--- src/rtl/mcycle_unit.sv ---
// Iterative multiply/divide unit: shift-add multiply and restoring divide, one bit per cycle.
// Signed operations run on magnitudes; the sign correction is applied on the edge that enters DONE.
module mcycle_unit #(
    parameter int WIDTH = 32
) (
    input  logic             CLK,
    input  logic             RESET,
    input  logic             Start,
    input  logic [1:0]       MCycleOp,
    input  logic [WIDTH-1:0] Operand1,
    input  logic [WIDTH-1:0] Operand2,
    input  logic [3:0]       WA3In,
    output logic [WIDTH-1:0] Result1,
    output logic [WIDTH-1:0] Result2,
    output logic             Busy,
    output logic             Done,
    output logic [3:0]       MCycleWA3
);

    localparam int CW = (WIDTH > 1) ? $clog2(WIDTH) : 1;

    typedef enum logic [1:0] {IDLE, COMPUTE, DONE} state_t;

    state_t             state, state_next;
    logic [CW-1:0]      count;
    logic               is_div, neg_lo, neg_hi, div_zero;
    logic [WIDTH-1:0]   opnd, dividend;
    logic [2*WIDTH-1:0] acc, acc_next, prod;
    logic [WIDTH-1:0]   mag1, mag2, quo, rem;
    logic [WIDTH:0]     sum, rs, diff;
    logic               s1, s2, accept, last;

    assign accept = Start && (state != COMPUTE);
    assign last   = (state == COMPUTE) && (count == CW'(WIDTH - 1));
    assign Busy   = (state == COMPUTE);
    assign Done   = (state == DONE);

    always_ff @(posedge CLK) begin
        if (RESET) state <= IDLE;
        else       state <= state_next;
    end

    always_comb begin
        state_next = state;
        case (state)
            IDLE:    if (Start) state_next = COMPUTE;
            COMPUTE: if (last)  state_next = DONE;
            DONE:    state_next = Start ? COMPUTE : IDLE;
            default: state_next = IDLE;
        endcase
    end

    always_comb begin
        s1   = MCycleOp[0] & Operand1[WIDTH-1];
        s2   = MCycleOp[0] & Operand2[WIDTH-1];
        mag1 = s1 ? -Operand1 : Operand1;
        mag2 = s2 ? -Operand2 : Operand2;
    end

    // acc holds {partial product, multiplier} for mul and {remainder, dividend/quotient} for div.
    always_comb begin
        sum  = {1'b0, acc[2*WIDTH-1:WIDTH]} + {1'b0, (acc[0] ? opnd : {WIDTH{1'b0}})};
        rs   = acc[2*WIDTH-1:WIDTH-1];
        diff = rs - {1'b0, opnd};
        if (!is_div)
            acc_next = {sum, acc[WIDTH-1:1]};
        else if (diff[WIDTH])
            acc_next = {acc[2*WIDTH-2:0], 1'b0};
        else
            acc_next = {diff[WIDTH-1:0], acc[WIDTH-2:0], 1'b1};
        prod = neg_lo ? -acc_next : acc_next;
        quo  = neg_lo ? -acc_next[WIDTH-1:0] : acc_next[WIDTH-1:0];
        rem  = neg_hi ? -acc_next[2*WIDTH-1:WIDTH] : acc_next[2*WIDTH-1:WIDTH];
    end

    always_ff @(posedge CLK) begin
        if (RESET) begin
            count     <= '0;
            is_div    <= 1'b0;
            neg_lo    <= 1'b0;
            neg_hi    <= 1'b0;
            div_zero  <= 1'b0;
            opnd      <= '0;
            dividend  <= '0;
            acc       <= '0;
            Result1   <= '0;
            Result2   <= '0;
            MCycleWA3 <= '0;
        end else if (accept) begin
            count     <= '0;
            is_div    <= MCycleOp[1];
            neg_lo    <= s1 ^ s2;
            neg_hi    <= MCycleOp[1] & s1;
            div_zero  <= MCycleOp[1] && (Operand2 == '0);
            dividend  <= Operand1;
            MCycleWA3 <= WA3In;
            opnd      <= MCycleOp[1] ? mag2 : mag1;
            acc       <= {{WIDTH{1'b0}}, (MCycleOp[1] ? mag1 : mag2)};
        end else if (state == COMPUTE) begin
            acc   <= acc_next;
            count <= count + CW'(1);
            if (last) begin
                if (!is_div) begin
                    {Result2, Result1} <= prod;
                end else if (div_zero) begin
                    Result1 <= '1;
                    Result2 <= dividend;
                end else begin
                    Result1 <= quo;
                    Result2 <= rem;
                end
            end
        end
    end

endmodule

--- config.mk ---
export PLATFORM = sky130hd
export DESIGN_NAME = mcycle_unit
export DESIGN_NICKNAME = d
export VERILOG_FILES = /design/src/rtl/mcycle_unit.sv
export SDC_FILE = /design/constraint.sdc
export NUM_CORES = 1
export LEC_CHECK = 0
export ABC_AREA = 1
export CAP_MARGIN = 20
export CORE_MARGIN = 2
export CORE_UTILIZATION = 47
export CTS_CLUSTER_SIZE = 14
export DETAILED_ROUTE_END_ITERATION = 6
export GPL_TIMING_DRIVEN = 0
export PLACE_DENSITY_LB_ADDON = 0.12
export SKIP_CTS_REPAIR_TIMING = 1
export SKIP_LAST_GASP = 1
export SLEW_MARGIN = 20
export SYNTH_ARGS = -nofsm -noshare
export SYNTH_HDL_FRONTEND = slang
export SYNTH_SLANG_ARGS = --single-unit
--- constraint.sdc ---
create_clock -name CLK -period 4.8 [get_ports CLK]
set_input_delay 1.44 -clock CLK [delete_from_list [all_inputs] [get_ports CLK]]
set_output_delay 1.44 -clock CLK [all_outputs]
set_load 0.02 [all_outputs]
==> reports/metrics.cfg, run 1 <==
[route]
dr.pass1.iters = 7
num_vias = 24400
dr.first_iter.drc_count = 3050
via_per_inst = 5.88
wl_per_cell_um = 23.0
drc_errors = 2
ant_nets = 0
drt_wl_total_mm = 95.4

[critical_path]
arrival_ns = 5.25
cp-start-kind = flip-flop
cp.required_ns = 5.26
crit_path_top_delay_cell = dfxtp_1
setup.worst_path.end_class = flip-flop
crit_fanout = 15
max_stage_delay_ns = 0.47
r2r_setup_slack_ns = 0.009
crit_type = reg -> reg
critPathLaunch = opnd[24]
rr_startpoint = opnd[24]

[sta]
hold_viol_final = 0
finalWorstSetupSlack_ns = 0.00857
hold_ws_ns = 0.494
report.final.slew_viol_count = 0
post-route-min-period_ns = 4.79
post-route-period-util = 0.998
max_freq_mhz = 209
finalSetupViolations = 0
slew_headroom = 0.268
worst_pin_slew_ns = 1.09
skew_ns = 0.0340

[cts]
cts.path.max_buffers = 3
h-tree-depth = 1
clock-sinks = 207
insertion_delay_ns = 0.60
cts_tree = built
cts_root_buf = clkbuf_16
clk_pin_slew_ns = 0.06
numCtsBuffers = 26

[synth]
yosys_warnings = 0
synthCells = 3414
async_flop_share = 0
netlist_area_um2 = 19600
synth_fp_nets = 3559
synthDistinctLibCells = 62
seq_area_frac_synth = 0.212
ys_ff_latch = 207
ys.flop_type = dfxtp_1
synth_edf_count = 0
syn_avg_cell_area_um2 = 5.73

[pwr]
clkPwrFrac = 0.299
p_seq_frac = 0.262
power_density_nw_per_um2 = 320
p_comb_frac = 0.439
power_leakage_nw = 11.8
internal_power_mw = 4.07
peakVddDrop_mv = 0.306
p_sw_mw = 3.29
p_sw_frac = 0.447

[floorplan]
die_x_um = 208
initial_core_util = 0.478
io_pins = 143
die-area_um2 = 43300
die_h_um = 208
core_area_um2 = 40900
rows = 74

[finish]
fin_area_um2 = 23000
drive_above_1_share = 0.0724
diodes = 0
final_nets = 3742
area_growth_syn_to_layout_pct = 17.5
fin_cells = 4149

[global_routing]
gr-total-overflow = 0
grt_use_total = 0.424
grt_antenna_before_repair = 2
grt_max_degree = 15
grt_pass1_wl_mm = 139
grt_pass1_vias = 22600

[outcome]
violations = DRC
status = finished with violations

[placement]
portBuffers = 141
detailed_place.area_um2 = 21600
place_hpwl_mm = 77.8
gp_congestion = 1.07
pre_cts_ws_ns = -0.469
dp.cells = 4087

[job]
maxCapViolations = 0

[worst_hold_path]
worstHoldStart = count[4]
hold_class = reg -> reg

[registers in the layout, indices dropped and copies added, names as in the netlist]
signal,cells
neg_lo,1
neg_hi,1
count,5
dividend,32
state,2
Result1,32
acc,64
Result2,32
opnd,32
div_zero,1
is_div,1
MCycleWA3,4
[critical path, delay by kind of cell (launching register included)]
kind | cells | cell delay, ns
simple gates | 19 | 2.18
flops | 1 | 0.47
fa+ha+maj | 2 | 0.60
compound gates | 5 | 0.92
buf+inv | 3 | 0.44
[area by class of cell]
cell class,instances,area (µm²)
timing repair buffer,157,1530
inverter,559,2100
tap,532,666
multi-input combinational,2521,13000
clock inverter,14,209
buffer,125,571
clock buffer,34,741
fill,4251,17900
sequential,207,4170
[per-stage QoR]
stage               power [mW]  utilization  setup TNS, ns
global placement          4.92        0.529          -2.55
detailed placement        4.94        0.529          -3.19
finish                    7.36        0.562              0
floorplan                 3.90            -              0
global route              7.65        0.562         -0.496
CTS                       7.11        0.552          -3.78
[power groups by stage]
stage / clock network, mW / logic (mW) / registers, mW
5_1_grt: 2.27 / 3.46 / 1.93
6_report: 2.20 / 3.23 / 1.93
3_5_place_dp: 0 / 3.00 / 1.95
2_1_floorplan: 0 / 2.01 / 1.89
3_3_place_gp: 0 / 2.97 / 1.94
4_1_cts: 2.19 / 3.01 / 1.91
[placed cells by master, fill, tap and decap left out, drive strengths merged, types with 7 or more instances in the layout]
cell type,count
a21oi,187
a22oi,10
a31oi,16
and2,8
buf,60
clkbuf,115
clkdlybuf4s50,141
clkinv,9
dfxtp,207
ha,70
inv,556
nand2,1006
nand3,247
nand3b,9
nand4,32
nor2,380
nor3,37
nor4,7
o211ai,28
o21a,26
o21ai,259
o221ai,25
o22ai,20
or2,18
xnor2,26
xor2,76
[cells in the mapped netlist (all sizes together) (2+ instances only)]
library cell,instances,area [µm²]
nor4,7,56.3
a31oi,16,100
xor2,76,666
clkbuf,82,308
fa,2,40.0
o22ai,20,125
a21oi,187,981
xnor2,26,228
ha,70,876
o221a,2,22.5
a22oi,10,75.1
clkinv,4,15.0
nor2,380,1480
o21ai,259,1340
buf,45,277
nand3,247,1280
a221oi,4,35.0
nand4,32,200
and2,8,50.1
nor3,37,190
o21a,26,195
a31o,2,17.5
o221ai,25,219
a221o,6,60.1
nand3b,9,67.6
o31ai,2,15.0
dfxtp,207,4140
nand2,1006,3940
or2,18,113
o21bai,6,45.0
o2111ai,2,17.5
o211ai,28,210
inv,555,2080
[logic make-up after synthesis]
group                    Yosys count  synth area share
buffers and inverters            686             0.137
adder cells (fa/ha/maj)           72            0.0468
XOR/XNOR                         102            0.0457
AND/OR/NAND/NOR                 1746             0.378
AO/OA/AOI/OAI                    601             0.180
flip-flops                       207             0.212
[layer usage]
layer / part of all wire / GRT usage
met5: 0.00014 / 0
met4: 0.085 / 0.290
met3: 0.10 / 0.0812
met2: 0.42 / 0.660
met1: 0.39 / 0.531
[path summary, 6_finish.rpt]
check | endpoint | cells after the start
worst min-delay path | count[4] | 2
worst max register to register | Result2[26] | 29
worst min register to register | count[4] | 2
worst max-delay path | Result2[26] | 29
(Power assumes the default switching activity.)
==> run 2, diff against run 1 <==
Settings changed: ABC_CLOCK_PERIOD_IN_PS set to 4800, CAP_MARGIN 20 to not set, CORE_MARGIN 2 to not set.
==> reports/metrics.cfg, run 2 (synthesized netlist as in run 1, its figures left out) <==
[global_routing]
grt_max_degree = 15  ; unchanged
gr-total-overflow = 0  ; unchanged
grt_use_total = 0.438  ; was 0.424
grt_pass1_wl_mm = 137  ; was 139 mm
grt_pass1_vias = 22300  ; was 22600
grt_antenna_before_repair = 1  ; was 2

[finish]
mostFrequentLayoutCells = nand2_1 (958), inv_1 (536), nor2_1 (355), nand3_1 (237), o21ai_0 (223)  ; was nand2_1 (958), inv_1 (538), nor2_1 (353), nand3_1 (234), o21ai_0 (223)
drive_above_1_share = 0.0733  ; was 0.0724
fin_cells = 4148  ; was 4149
area_growth_syn_to_layout_pct = 17.5  ; about the same
regMostFlops = acc  ; unchanged
final_common_cell = nand2_1  ; unchanged
final_nets = 3740  ; was 3742
largest_reg_flops = 64  ; unchanged

[sta]
max_freq_mhz = 214  ; was 209 MHz
worst_pin_slew_ns = 1.14  ; was 1.09 ns
report.final.slew_viol_count = 0  ; unchanged
slew_headroom = 0.240  ; was 0.268
finalSetupViolations = 0  ; unchanged
post-route-min-period_ns = 4.68  ; was 4.79 ns
finalWorstSetupSlack_ns = 0.119  ; was 0.00857 ns
hold_ws_ns = 0.493  ; was 0.494 ns
post-route-period-util = 0.975  ; was 0.998
skew_ns = 0.0377  ; was 0.0340 ns
hold_viol_final = 0  ; unchanged

[route]
ant_nets = 0  ; unchanged
drc_errors = 0  ; was 2
drt_wl_total_mm = 94.9  ; was 95.4 mm
dr.first_iter.drc_count = 3018  ; was 3050
via_per_inst = 5.87  ; was 5.88
wl_per_cell_um = 22.9  ; was 23.0 µm
dr.pass1.iters = 7  ; unchanged
num_vias = 24300  ; was 24400

[floorplan]
core_area_um2 = 40900  ; unchanged
initial_core_util = 0.478  ; unchanged
die-area_um2 = 42400  ; was 43300 µm²
die_x_um = 206  ; was 208 µm
io_pins = 143  ; unchanged
die_h_um = 206  ; was 208 µm
rows = 74  ; unchanged

[critical_path]
cp.required_ns = 5.26  ; about the same
crit_fanout = 15  ; unchanged
cpMostUsedCell = nand2_1
arrival_ns = 5.14  ; was 5.25 ns
crit_type = reg -> reg  ; unchanged
setup.worst_path.end_class = flip-flop  ; unchanged
cp-start-kind = flip-flop  ; unchanged
max_stage_delay_ns = 0.45  ; was 0.47 ns
crit_path_top_delay_cell = dfxtp_1  ; unchanged

[pwr]
p_total_mw = 7.31  ; was 7.36 mW
power_leakage_nw = 11.7  ; was 11.8 nW
power_density_nw_per_um2 = 318  ; was 320 nW/µm²
peakVddDrop_mv = 0.283  ; was 0.306 mV

[cts]
cts_tree = built  ; unchanged
insertion_delay_ns = 0.60  ; about the same
cts_root_buf = clkbuf_16  ; unchanged
numCtsBuffers = 26  ; unchanged
cts.path.max_buffers = 3  ; unchanged
clk_pin_slew_ns = 0.06  ; about the same
h-tree-depth = 1  ; unchanged
clock-sinks = 207  ; unchanged

[placement]
place_hpwl_mm = 77.6  ; was 77.8 mm
dp.cells = 4087  ; unchanged
pre_cts_ws_ns = -0.477  ; was -0.469 ns
gp_congestion = 1.07  ; unchanged
portBuffers = 141  ; unchanged

[worst_hold_path]
hold_class = reg -> reg  ; unchanged

[outcome]
status = finished, final reports clean  ; was finished with violations

[job]
maxCapViolations = 0  ; unchanged

## run 2: where the power goes
group / internal, mW / switching [mW] / total [mW]
registers: 1.81 / 0.114 / 1.93
clock network: 1.23 / 0.918 / 2.15
logic: 0.955 / 2.27 / 3.23
## run 2: worst max-delay path, delay by kind of cell, from the launching register on
kind	cells	cell delay, ns
buffers and inverters	5	0.59
AOI/OAI and AO/OA	4	0.72
and+or+nand+nor	21	2.34
DFF	1	0.45
adders and majority gates	2	0.42
## run 2: layout make-up
cell class / instances / area [µm²]
tap: 532 / 666
inverter: 559 / 2100
antenna: 1 / 2.50
timing repair buffer: 155 / 1530
fill: 4274 / 17900
buffer: 125 / 571
sequential: 207 / 4190
multi-input combinational: 2521 / 13000
clock buffer: 34 / 721
clock inverter: 14 / 193
## run 2: per-stage QoR
step | util | instance area, µm² | TNS [ns]
6_report | 0.562 | 23000 | 0
5_1_grt | 0.562 | 23000 | -0.0407
4_1_cts | 0.551 | 22500 | -3.85
3_5_place_dp | 0.529 | 21600 | -3.40
3_3_place_gp | 0.529 | 21600 | -2.75
2_1_floorplan | - | 19600 | 0
## run 2: path summary, 6_finish.rpt
kind	depth (start not counted)	end	start	slack, ns
max	32	Result2[12]	opnd[24]	0.12
min	2	count[3]	count[3]	0.49
max reg2reg	32	Result2[12]	opnd[24]	0.12
min reg2reg	2	count[3]	count[3]	0.49
## run 2: per-layer routing
layer | up-vias | GRT usage | wire (µm)
met4 | 2 | 0.308 | 7790
met5 | - | 0 | 13
met1 | 11200 | 0.549 | 36800
met2 | 1546 | 0.675 | 40400
met3 | 360 | 0.0798 | 9880
li1 | 11300 | - | -
